`src/rtl/sreg_file_pkg.sv`:
```
// Shared types and helpers for the scalar register file family.
package sreg_file_pkg;

  // Write-staging FSM states (2-bit encoding).
  typedef enum logic [1:0] {
    StIdle   = 2'd0,
    StFill   = 2'd1,
    StCommit = 2'd2
  } wr_state_e;

  // Ceiling log2 for parameter derivation; returns 0 for n <= 1.
  function automatic int unsigned clog2(input int unsigned n);
    int unsigned r;
    int unsigned v;
    r = 0;
    v = 1;
    while (v < n) begin
      v = v << 1;
      r = r + 1;
    end
    return r;
  endfunction

endpackage

```
`src/rtl/sreg_wr_stager.sv`:
```
// Write staging: collects BUS_W-wide beats into a full register word and
// presents it for a single-cycle atomic commit.
module sreg_wr_stager
  import sreg_file_pkg::*;
#(
  parameter int unsigned REG_W = 16,
  parameter int unsigned BUS_W = 8,
  parameter int unsigned AW    = 3
) (
  input  logic             Clk,
  input  logic             Rst,
  input  logic             WrStart,
  input  logic [AW-1:0]    WrAddr,
  input  logic             WrValid,
  input  logic [BUS_W-1:0] WrData,
  output logic             WrBusy,
  output logic             commit,
  output logic [AW-1:0]    commit_addr,
  output logic [REG_W-1:0] commit_data
);

  localparam int unsigned LANES = REG_W / BUS_W;
  // Lane counter needs at least one bit even when LANES == 1.
  localparam int unsigned LW    = (LANES > 1) ? clog2(LANES) : 1;

  wr_state_e         state_q;
  logic [LW-1:0]     lane_q;
  logic [REG_W-1:0]  stage_q;
  logic [AW-1:0]     addr_q;
  logic              busy_q;
  logic              done_q;

  // FSM, lane counter, staging buffer and registered status outputs.
  always_ff @(posedge Clk) begin
    if (Rst) begin
      state_q <= StIdle;
      lane_q  <= '0;
      stage_q <= '0;
      addr_q  <= '0;
      busy_q  <= 1'b0;
      done_q  <= 1'b0;
    end else begin
      done_q <= 1'b0;
      unique case (state_q)
        StIdle: begin
          // Beats arriving with (or without) a start in IDLE are dropped.
          if (WrStart) begin
            addr_q  <= WrAddr;
            lane_q  <= '0;
            state_q <= StFill;
            busy_q  <= 1'b1;
          end
        end
        StFill: begin
          if (WrValid) begin
            for (int l = 0; l < int'(LANES); l++) begin
              if (lane_q == LW'(l)) begin
                stage_q[l*BUS_W +: BUS_W] <= WrData;
              end
            end
            if (lane_q == LW'(LANES - 1)) begin
              lane_q  <= '0;
              state_q <= StCommit;
              done_q  <= 1'b1;
            end else begin
              lane_q <= lane_q + LW'(1);
            end
          end
        end
        StCommit: begin
          state_q <= StIdle;
          busy_q  <= 1'b0;
        end
        default: begin
          state_q <= StIdle;
          busy_q  <= 1'b0;
        end
      endcase
    end
  end

  assign WrBusy      = busy_q;
  // done_q is high exactly while in COMMIT, so it doubles as the commit strobe.
  assign commit      = done_q;
  assign commit_addr = addr_q;
  assign commit_data = stage_q;

endmodule

```
`src/rtl/sreg_file.sv`:
```
// Parametrised scalar register file: staged narrow-bus writes with atomic
// commit, two independent registered read ports with write-through bypass.
module sreg_file
  import sreg_file_pkg::*;
#(
  parameter int unsigned NREG  = 8,
  parameter int unsigned REG_W = 16,
  parameter int unsigned BUS_W = 8,
  parameter int unsigned AW    = clog2(NREG)
) (
  input  logic             Clk,
  input  logic             Rst,
  input  logic             WrStart,
  input  logic [AW-1:0]    WrAddr,
  input  logic             WrValid,
  input  logic [BUS_W-1:0] WrData,
  output logic             WrBusy,
  output logic             WrDone,
  input  logic             RdEnA,
  input  logic [AW-1:0]    RdAddrA,
  output logic [REG_W-1:0] RdDataA,
  input  logic             RdEnB,
  input  logic [AW-1:0]    RdAddrB,
  output logic [REG_W-1:0] RdDataB
);

  logic             commit;
  logic [AW-1:0]    commit_addr;
  logic [REG_W-1:0] commit_data;

  logic [REG_W-1:0] regs_q [NREG];
  logic [REG_W-1:0] rd_a_q;
  logic [REG_W-1:0] rd_b_q;

  sreg_wr_stager #(
    .REG_W (REG_W),
    .BUS_W (BUS_W),
    .AW    (AW)
  ) u_stager (
    .Clk         (Clk),
    .Rst         (Rst),
    .WrStart     (WrStart),
    .WrAddr      (WrAddr),
    .WrValid     (WrValid),
    .WrData      (WrData),
    .WrBusy      (WrBusy),
    .commit      (commit),
    .commit_addr (commit_addr),
    .commit_data (commit_data)
  );

  // Register array: whole-word update only on the commit edge.
  always_ff @(posedge Clk) begin
    if (Rst) begin
      for (int i = 0; i < int'(NREG); i++) begin
        regs_q[i] <= '0;
      end
    end else if (commit) begin
      regs_q[commit_addr] <= commit_data;
    end
  end

  // Read port A with bypass of the word being committed this cycle.
  always_ff @(posedge Clk) begin
    if (Rst) begin
      rd_a_q <= '0;
    end else if (RdEnA) begin
      rd_a_q <= (commit && (RdAddrA == commit_addr)) ? commit_data : regs_q[RdAddrA];
    end
  end

  // Read port B, identical to port A.
  always_ff @(posedge Clk) begin
    if (Rst) begin
      rd_b_q <= '0;
    end else if (RdEnB) begin
      rd_b_q <= (commit && (RdAddrB == commit_addr)) ? commit_data : regs_q[RdAddrB];
    end
  end

  assign WrDone  = commit;
  assign RdDataA = rd_a_q;
  assign RdDataB = rd_b_q;

endmodule
```
`config.mk`:
```
export PLATFORM = sky130hd
export DESIGN_NAME = sreg_file
export DESIGN_NICKNAME = d
export VERILOG_FILES = /design/src/rtl/sreg_file_pkg.sv /design/src/rtl/sreg_wr_stager.sv /design/src/rtl/sreg_file.sv
export SDC_FILE = /design/constraint.sdc
export NUM_CORES = 1
export LEC_CHECK = 0
export ABC_CLOCK_PERIOD_IN_PS = 3100
export CAP_MARGIN = 20
export CORE_UTILIZATION = 25
export CTS_BUF_LIST = sky130_fd_sc_hd__clkbuf_16
export DETAILED_ROUTE_END_ITERATION = 12
export PLACE_DENSITY_LB_ADDON = 0.1
export SYNTH_ARGS = -nofsm -noshare
export SYNTH_HDL_FRONTEND = slang
export SYNTH_SLANG_ARGS = --single-unit
```
`constraint.sdc`:
```
create_clock -name Clk -period 3.1 [get_ports Clk]
set_input_delay 0.62 -clock Clk [delete_from_list [all_inputs] [get_ports Clk]]
set_output_delay 0.62 -clock Clk [all_outputs]
set_load 0.02 [all_outputs]
```
**After elaboration in Yosys (flattened, before gate mapping)**

Memories as Yosys holds them, arrays and structs flattened. A register that Yosys moved wholly into a read port is not among the register bits.
Index checks and enable logic that the tools add are counted.

- Reductions and logical operators: 10
- Bitwise gates (word level): 3
- Muxes and demuxes: 19
- Eq/ne operators: 4
- Add/sub/neg operators: 1

Operators by type and width:

| kind | count |
|---|---|
| 16-bit two-way mux | 1 |
| 16-bit OR reduction | 1 |
| 3-bit AND reduction | 4 |
| 1-bit two-way mux | 11 |
| 2-bit two-way mux | 3 |
| 2-bit inequality test, second input constant | 2 |
| 1-bit case mux with 2 select lines | 2 |
| 2-bit case mux with 2 select lines | 1 |
| 2-bit AND reduction | 2 |
| 3-bit two-way mux | 1 |
| 1-bit NOT | 3 |
| 3-bit OR reduction | 1 |
| 2-bit by 1-bit equality test with 1-bit output, second input constant | 1 |
| 2-bit zero test | 1 |
| 2-bit by 1-bit inequality test with 1-bit output, second input constant | 1 |
| 2-bit nonzero test | 1 |
| 1-bit adder, second input constant | 1 |

- Bits in writable memories: 128
- Output and inout bits: 34
- Memories kept: 1
- Register bits after elaboration: 24
- Logic and storage cells: 45
- Input port bits: 23

Memory list:

| memory | depth | bits a word | rd ports | clocked after Yosys merged registers in | write ports | line | RTL |
|---|---|---|---|---|---|---|---|
| regs_q | 8 | 16 | 2 | 2 | 8 | sreg_file.sv:31 | `logic [REG_W-1:0] regs_q [NREG];` |

**Logic depth before layout (Yosys ltp)**

Gate-level depths: netlist of run 1.

- Depth after elaboration: 5
- Depth in mapped cells: 7
- Gate-level depth less buffers: 4

**By module**

Synthesis of run 1 repeated with hierarchy kept, for this count alone.

- Cell total of the unflattened synthesis: 657
- Area, all modules: 8,989.9 um2

By module, submodules not included:

| module | cells an instance | sequential area each (um2) | instances | area an instance (um2) |
|---|---|---|---|---|
| sreg_file | 557 | 4,484.3 | 1 | 8,059.0 |
| sreg_wr_stager | 100 | 480.5 | 1 | 930.9 |

**Least setup slack after synthesis of run 1**

No wires, ideal clock.

- Path type: input port to flip-flop
- From: input port Rst
- To: memory regs_q[3][0] (enable)
- Slack: 510 ps
- Setup time: 411 ps
- Stages on the path: 3
- Path buffers: 0
- Required time: 2,689 ps
- Data arrival time: 2,179 ps
- Cells stage by stage: inv_2 > nand3_1 > o21ai_0

RTL lines:

| what | line | RTL |
|---|---|---|
| from (decl) | sreg_file.sv:12 | `input logic Rst,` |
| to (decl) | sreg_file.sv:31 |  |

==> metrics.txt, run 1 <==
Worst-Skew Late Latency 0.44 ns; htree depth 4; Placer Congestion 0.734; hold path startpoint RdDataB[5]; peak per-stage delay on the critical path 0.62 ns; core box area 34700 sq um; Critical Path Source Rst; Post-Synth Adder-Cell Area 0; Die Span X 190 um; drt initial violations 512; die area 36300 sq um; layout cells sized above 1 0.205; Max Cap Viol 0; Crit path arrival time 2.35 ns; global-route usage over all layers 0.170; Core Rows 68; Synth Area in Compound Gates 0.0685; placed wire-length estimate 20400 um; total CTS buffers 17; maximum fanout along the worst path 16; Synth Area in Simple Gates 0.138; Setup crit start kind primary input; kind of critical path primary input to flip-flop; 1st-pass router iterations 5; Yosys cell types 44; synth top area cells edfxtp_1 43%, mux4_2 15%, dfxtp_1 13%; port buffer count 56; post-synthesis register bit count 184; boundary pin count 57; commonest non-fill, non-tap cells in the layout 128 x and2_1, 128 x edfxtp_1, 58 x mux4_2; Clock Sinks 184; XOR/XNOR share of the synthesized area 0.00592; hold buffers post-CTS 0; die height 190 um; CP max-delay cell or2_2; YS warnings 0; starting density of the core 0.256; share of the synthesized area in the top cell type 0.433; ANT cells 0; WP data required 3.17 ns; status complete, no violations; Leakage 3.76 nW; post-CTS sizing 0; Hold WS 0.484 ns; Routed Antenna Nets 0; Area growth syn-to-layout 19.6%; sequential area share after synthesis 0.559; Power Dens Cells 519 nW/um^2; worst vdd ir 0.000392 V; Via density 4.85; max-slew violation count 0; crit end category flip-flop; synthesized area per cell 13.4 sq um; Mapped Cells 661; hold path cells 2; Slew @ Worst Pin 0.768 ns; dominant combinational cell family by area after synthesis multiplexers; Final Hold Vio Count 0; first-pass GRT wire length 42600 um; TritonCTS clock tree done; cell taking the most area after synthesis edfxtp_1; setup slack, reg-to-reg 1.02 ns; WHS Endpoint RdDataB[5]; Final Cycle Share 0.734; syn nets 684; buffer count from post-CTS setup fixing 0; nets 741; largest net degree at the start of global routing 33; clock tree buffer depth 2; number of setup violations in the final report 0; RSZ-0062 raised after global routing false; Netlist Area Pre-Place 8880 sq um; DRT Wirelength 29600 um; crit-path cells clkdlybuf4s50_1 > inv_2 > nand3_1 > nor3_2 > or2_2; via count 5755; Highest Clock Rate 439 MHz; min Tclk post-route 2.28 ns; Slew Limit Headroom 0.486; post-synthesis mux area share 0.192; type of the tightest min-delay check flip-flop to flip-flop; Post-route DRC 0; vias in the first global route 5937; initial antenna violation count 0; WL/cell 25.0 um; Final TNS setup 0 ns; reg2reg end regs_q[2][9]; Worst Skew 0.0145 ns; Worst-path clk slew 0.07 ns; Worst R2R Path Depth 3; root buffer cell clkbuf_16; Overflow after GRT 0; r2r startpoint u_stager.commit
routing by layer:
| layer | routed length, um | track usage | vias to the layer above |
|---|---|---|---|
| li1 | - | - | 2581 |
| met1 | 13500 | 0.229 | 2959 |
| met2 | 14100 | 0.272 | 191 |
| met3 | 1570 | 0.0381 | 24 |
| met4 | 469 | 0.0498 | 0 |
| met5 | 0 | 0 | - |
critical path: cells and delay by family:
| kind | cells | cell delay, ns |
|---|---|---|
| buffers and inverters | 2 | 0.60 |
| and+or+nand+nor | 3 | 1.11 |
sequential cells by signal, summed over array words and instances, names as in the netlist:
| name | flops |
|---|---|
| RdDataB | 16 |
| u_stager.commit_data | 16 |
| RdDataA | 16 |
| u_stager.WrBusy | 1 |
| u_stager.lane_q | 1 |
| u_stager.commit | 1 |
| regs_q | 128 |
| u_stager.state_q | 2 |
| u_stager.commit_addr | 3 |
per-stage QoR:
step | area [sq um] | util | std cells | worst slack (ns) | power, mW
after floorplan | 8880 | - | 661 | 0.510 | 3.15
after global placement | 10000 | 0.289 | 1152 | 0.201 | 3.40
after global routing | 10600 | 0.306 | 1186 | 0.707 | 5.70
after detailed placement | 10100 | 0.290 | 1153 | 0.294 | 3.41
final | 10600 | 0.306 | 1186 | 0.823 | 5.51
after CTS | 10600 | 0.306 | 1185 | 0.765 | 5.58
worst max path at each step:
stage                         to  cells past startpoint
floorplan           regs_q[3][0]                      3
global placement    regs_q[3][5]                      5
detailed placement  regs_q[6][4]                      5
CTS                 regs_q[6][4]                      5
global route        regs_q[2][9]                      5
finish              regs_q[2][9]                      5
Yosys cell counts (all sizes together):
cell type,n
and4,1
buf,24
mux2i,39
mux4,58
inv,2
a22oi,32
nor4b,1
a31oi,1
and3b,1
xor2,2
o21ai,34
mux2,1
or2,2
and2,128
nand4,1
xnor2,4
nand2,35
nor2b,2
or3b,2
o311ai,1
o22ai,5
nor4,1
a211o,1
edfxtp,128
dfxtp,56
and3,2
nand3b,2
nor2,23
nor3,4
a21oi,18
a211oi,1
nand3,4
clkbuf,36
nand2b,3
o31ai,5
nor3b,1
layout make-up:
class                           count  area, sq um
Multi-Input combinational cell    415         3620
Tap cell                          455          569
Fill cell                        3508        24100
Sequential cell                   184         4960
Timing Repair Buffer               98          897
Clock inverter                     15          138
Clock buffer                       17          425
Inverter                            2         7.51
kinds of logic after synthesis:
family	Yosys count
flip-flops	184
buffers and inverters	62
multiplexers	98
AND/OR/NAND/NOR	213
XOR/XNOR	6
AO/OA/AOI/OAI	98
power by group:
| group | leakage [nW] | switching, mW | internal [mW] |
|---|---|---|---|
| clock network | 0.283 | 0.985 | 1.18 |
| logic | 1.70 | 0.292 | 0.258 |
| registers | 1.78 | 0.0828 | 2.71 |
| total | 3.76 | 1.36 | 4.15 |
(Power assumes the default switching activity.)
==> inputs of run 2 (changes only) <==
--- a/config.mk
+++ b/config.mk
@@ -5,7 +5,7 @@
 export SDC_FILE = /design/constraint.sdc
 export NUM_CORES = 1
 export LEC_CHECK = 0
-export ABC_CLOCK_PERIOD_IN_PS = 3100
+export ABC_CLOCK_PERIOD_IN_PS = 2400
 export CAP_MARGIN = 20
 export CORE_UTILIZATION = 25
 export CTS_BUF_LIST = sky130_fd_sc_hd__clkbuf_16
==> constraint.sdc (replaced) <==
create_clock -name Clk -period 2.4 [get_ports Clk]
set_input_delay 0.48 -clock Clk [delete_from_list [all_inputs] [get_ports Clk]]
set_output_delay 0.48 -clock Clk [all_outputs]
set_load 0.02 [all_outputs]
==> metrics.txt, run 2 (synthesized netlist as in run 1, its figures left out) <==
status complete, no violations (unchanged); final setup margin 0.249 ns (was 0.823 ns); ANT cells 0 (unchanged); Top reg by flops regs_q (unchanged); Worst-path clk slew 0.07 ns (about the same); Die Span X 190 um (unchanged); Core Rows 68 (unchanged); WP data required 1.92 ns (was 3.17 ns); power share of the clock group 0.397 (was 0.392); Clock Sinks 184 (unchanged); clock tree buffer depth 2 (unchanged); Worst R2R Path Depth 5 (was 3); Worst Path Buf+Inv 1 (was 2); Flop pwr share 0.497 (was 0.508); Crit path arrival time 1.67 ns (was 2.35 ns); Power Total 7.25 mW (was 5.51 mW); Worst-Skew Late Latency 0.44 ns (about the same); Power Dens Cells 662 nW/um^2 (was 519 nW/um^2); final core occ 0.315 (was 0.306); RSZ-0062 raised after global routing false (unchanged); crit end category primary output (was flip-flop); htree depth 4 (unchanged); type of the tightest min-delay check flip-flop to flip-flop (unchanged); WL/cell 25.8 um (was 25.0 um); port buffer count 56 (unchanged); crit-path cells clkdlybuf4s50_1 (was clkdlybuf4s50_1 > inv_2 > nand3_1 > nor3_2 > or2_2); net switching power 1.84 mW (was 1.36 mW); buffer count from post-CTS setup fixing 0 (unchanged); hold buffers post-CTS 0 (unchanged); layout cells sized above 1 0.225 (was 0.205); drt initial violations 562 (was 512); r2r startpoint u_stager.commit (unchanged); global-route usage over all layers 0.177 (was 0.170); worst vdd ir 0.000505 V (was 0.000392 V); first-pass GRT wire length 44400 um (was 42600 um); Via density 4.92 (was 4.85); Combinational Power Share 0.106 (was 0.100); Post-DP Area 10400 sq um (was 10100 sq um); cell family with the largest share of critical-path delay buffers and inverters (was simple AND/OR/NAND/NOR gates); nets 760 (was 741); root buffer cell clkbuf_16 (unchanged); Final Cycle Share 0.896; DP Cell Count 1173 (was 1153); hold path cells 2 (unchanged); sw frac 0.254 (was 0.247); Setup crit start kind flip-flop (was primary input); Max Cap Viol 0 (unchanged); Worst Skew 0.0125 ns (was 0.0145 ns); max-slew violation count 0 (unchanged); Critical Path Source u_stager.commit (was Rst); number of setup violations in the final report 0 (unchanged); design area 11000 sq um (was 10600 sq um); Overflow after GRT 0 (unchanged); die area 36300 sq um (unchanged); core box area 34700 sq um (unchanged); TritonCTS clock tree done (unchanged); peak per-stage delay on the critical path 0.69 ns (was 0.62 ns); pre-CTS WS 0.128 ns (was 0.294 ns); Slew @ Worst Pin 0.642 ns (was 0.768 ns); vias in the first global route 6102 (was 5937); total CTS buffers 17 (unchanged); min Tclk post-route 2.15 ns; Post-route DRC 0 (unchanged); kind of critical path flip-flop to primary output (was primary input to flip-flop); Final Hold Vio Count 0 (unchanged); fin cells 1205 (was 1186); CP max-delay cell clkdlybuf4s50_1 (was or2_2); largest net degree at the start of global routing 25 (was 33); maximum fanout along the worst path 7 (was 16); starting density of the core 0.256 (unchanged); post-CTS sizing 0 (unchanged); via count 5925 (was 5755); 1st-pass router iterations 5 (unchanged); commonest non-fill, non-tap cells in the layout 128 x and2_1, 128 x edfxtp_1, 58 x mux4_2 (unchanged); Routed Antenna Nets 0 (unchanged); Area growth syn-to-layout 23.3% (was 19.6%); Highest Clock Rate 465 MHz; boundary pin count 57 (unchanged); hold path startpoint RdDataB[11] (was RdDataB[5]); Leakage 3.90 nW (was 3.76 nW); DRT Wirelength 31000 um (was 29600 um); Slew Limit Headroom 0.571 (was 0.486); die height 190 um (unchanged); CP Depth 1 (was 5); max FFs per register 128 (unchanged); P_int 5.41 mW (was 4.15 mW); Placer Congestion 0.768 (was 0.734); initial antenna violation count 3 (was 0); placed wire-length estimate 20500 um (was 20400 um)
[run 2: changes by cell type in the layout (fill, tap and decap cells not counted), sizes merged]
cell      before  now
clkinv         8    4
buf           46   65
clkinvlp       2    3
inv            5    8
[run 2: cell type report]
cell class	count	area, sq um
clock buffers	17	425
clock inverters	15	150
fillers	3494	23800
inverters	2	7.51
multi-input cells	415	3620
flip-flops and latches	184	4960
well taps	455	569
repair buffers	117	1210
[run 2: final timing paths]
| path | end | slack [ns] |
|---|---|---|
| setup / recovery | WrDone | 0.25 |
| hold reg to reg | RdDataB[11] | 0.48 |
| hold / removal | RdDataB[11] | 0.48 |
| setup reg to reg | regs_q[3][4] | 0.59 |
[run 2: power by group through the flow]
stage | Sequential [mW] | Clock [mW] | Combinational [mW]
2_1_floorplan | 3.67 | 0 | 0.402
3_3_place_gp | 3.67 | 0 | 0.776
3_5_place_dp | 3.67 | 0 | 0.778
4_1_cts | 3.60 | 2.94 | 0.780
5_1_grt | 3.62 | 3.04 | 0.816
6_report | 3.60 | 2.88 | 0.769
[run 2: layer usage]
metal	vias to the layer above	track usage	routed length [um]
li1	2616	-	-
met1	3080	0.240	14300
met2	198	0.288	14800
met3	31	0.0309	1370
met4	0	0.0498	624
met5	-	0	0
[run 2: per-stage QoR]
step / hold slack, ns / TNS [ns]
floorplan: 0.460 / -2.39
global placement: 0.476 / 0
detailed placement: 0.471 / 0
CTS: 0.492 / 0
global route: 0.516 / 0
finish: 0.484 / 0
[run 2: worst register-to-register path: stages, from the launching register on]
cell,delay (ns)
dfxtp_1,0.55
nand3_1,0.25
buf_4,0.22
nor2_1,0.18
buf_4,0.31
and2_1,0.18
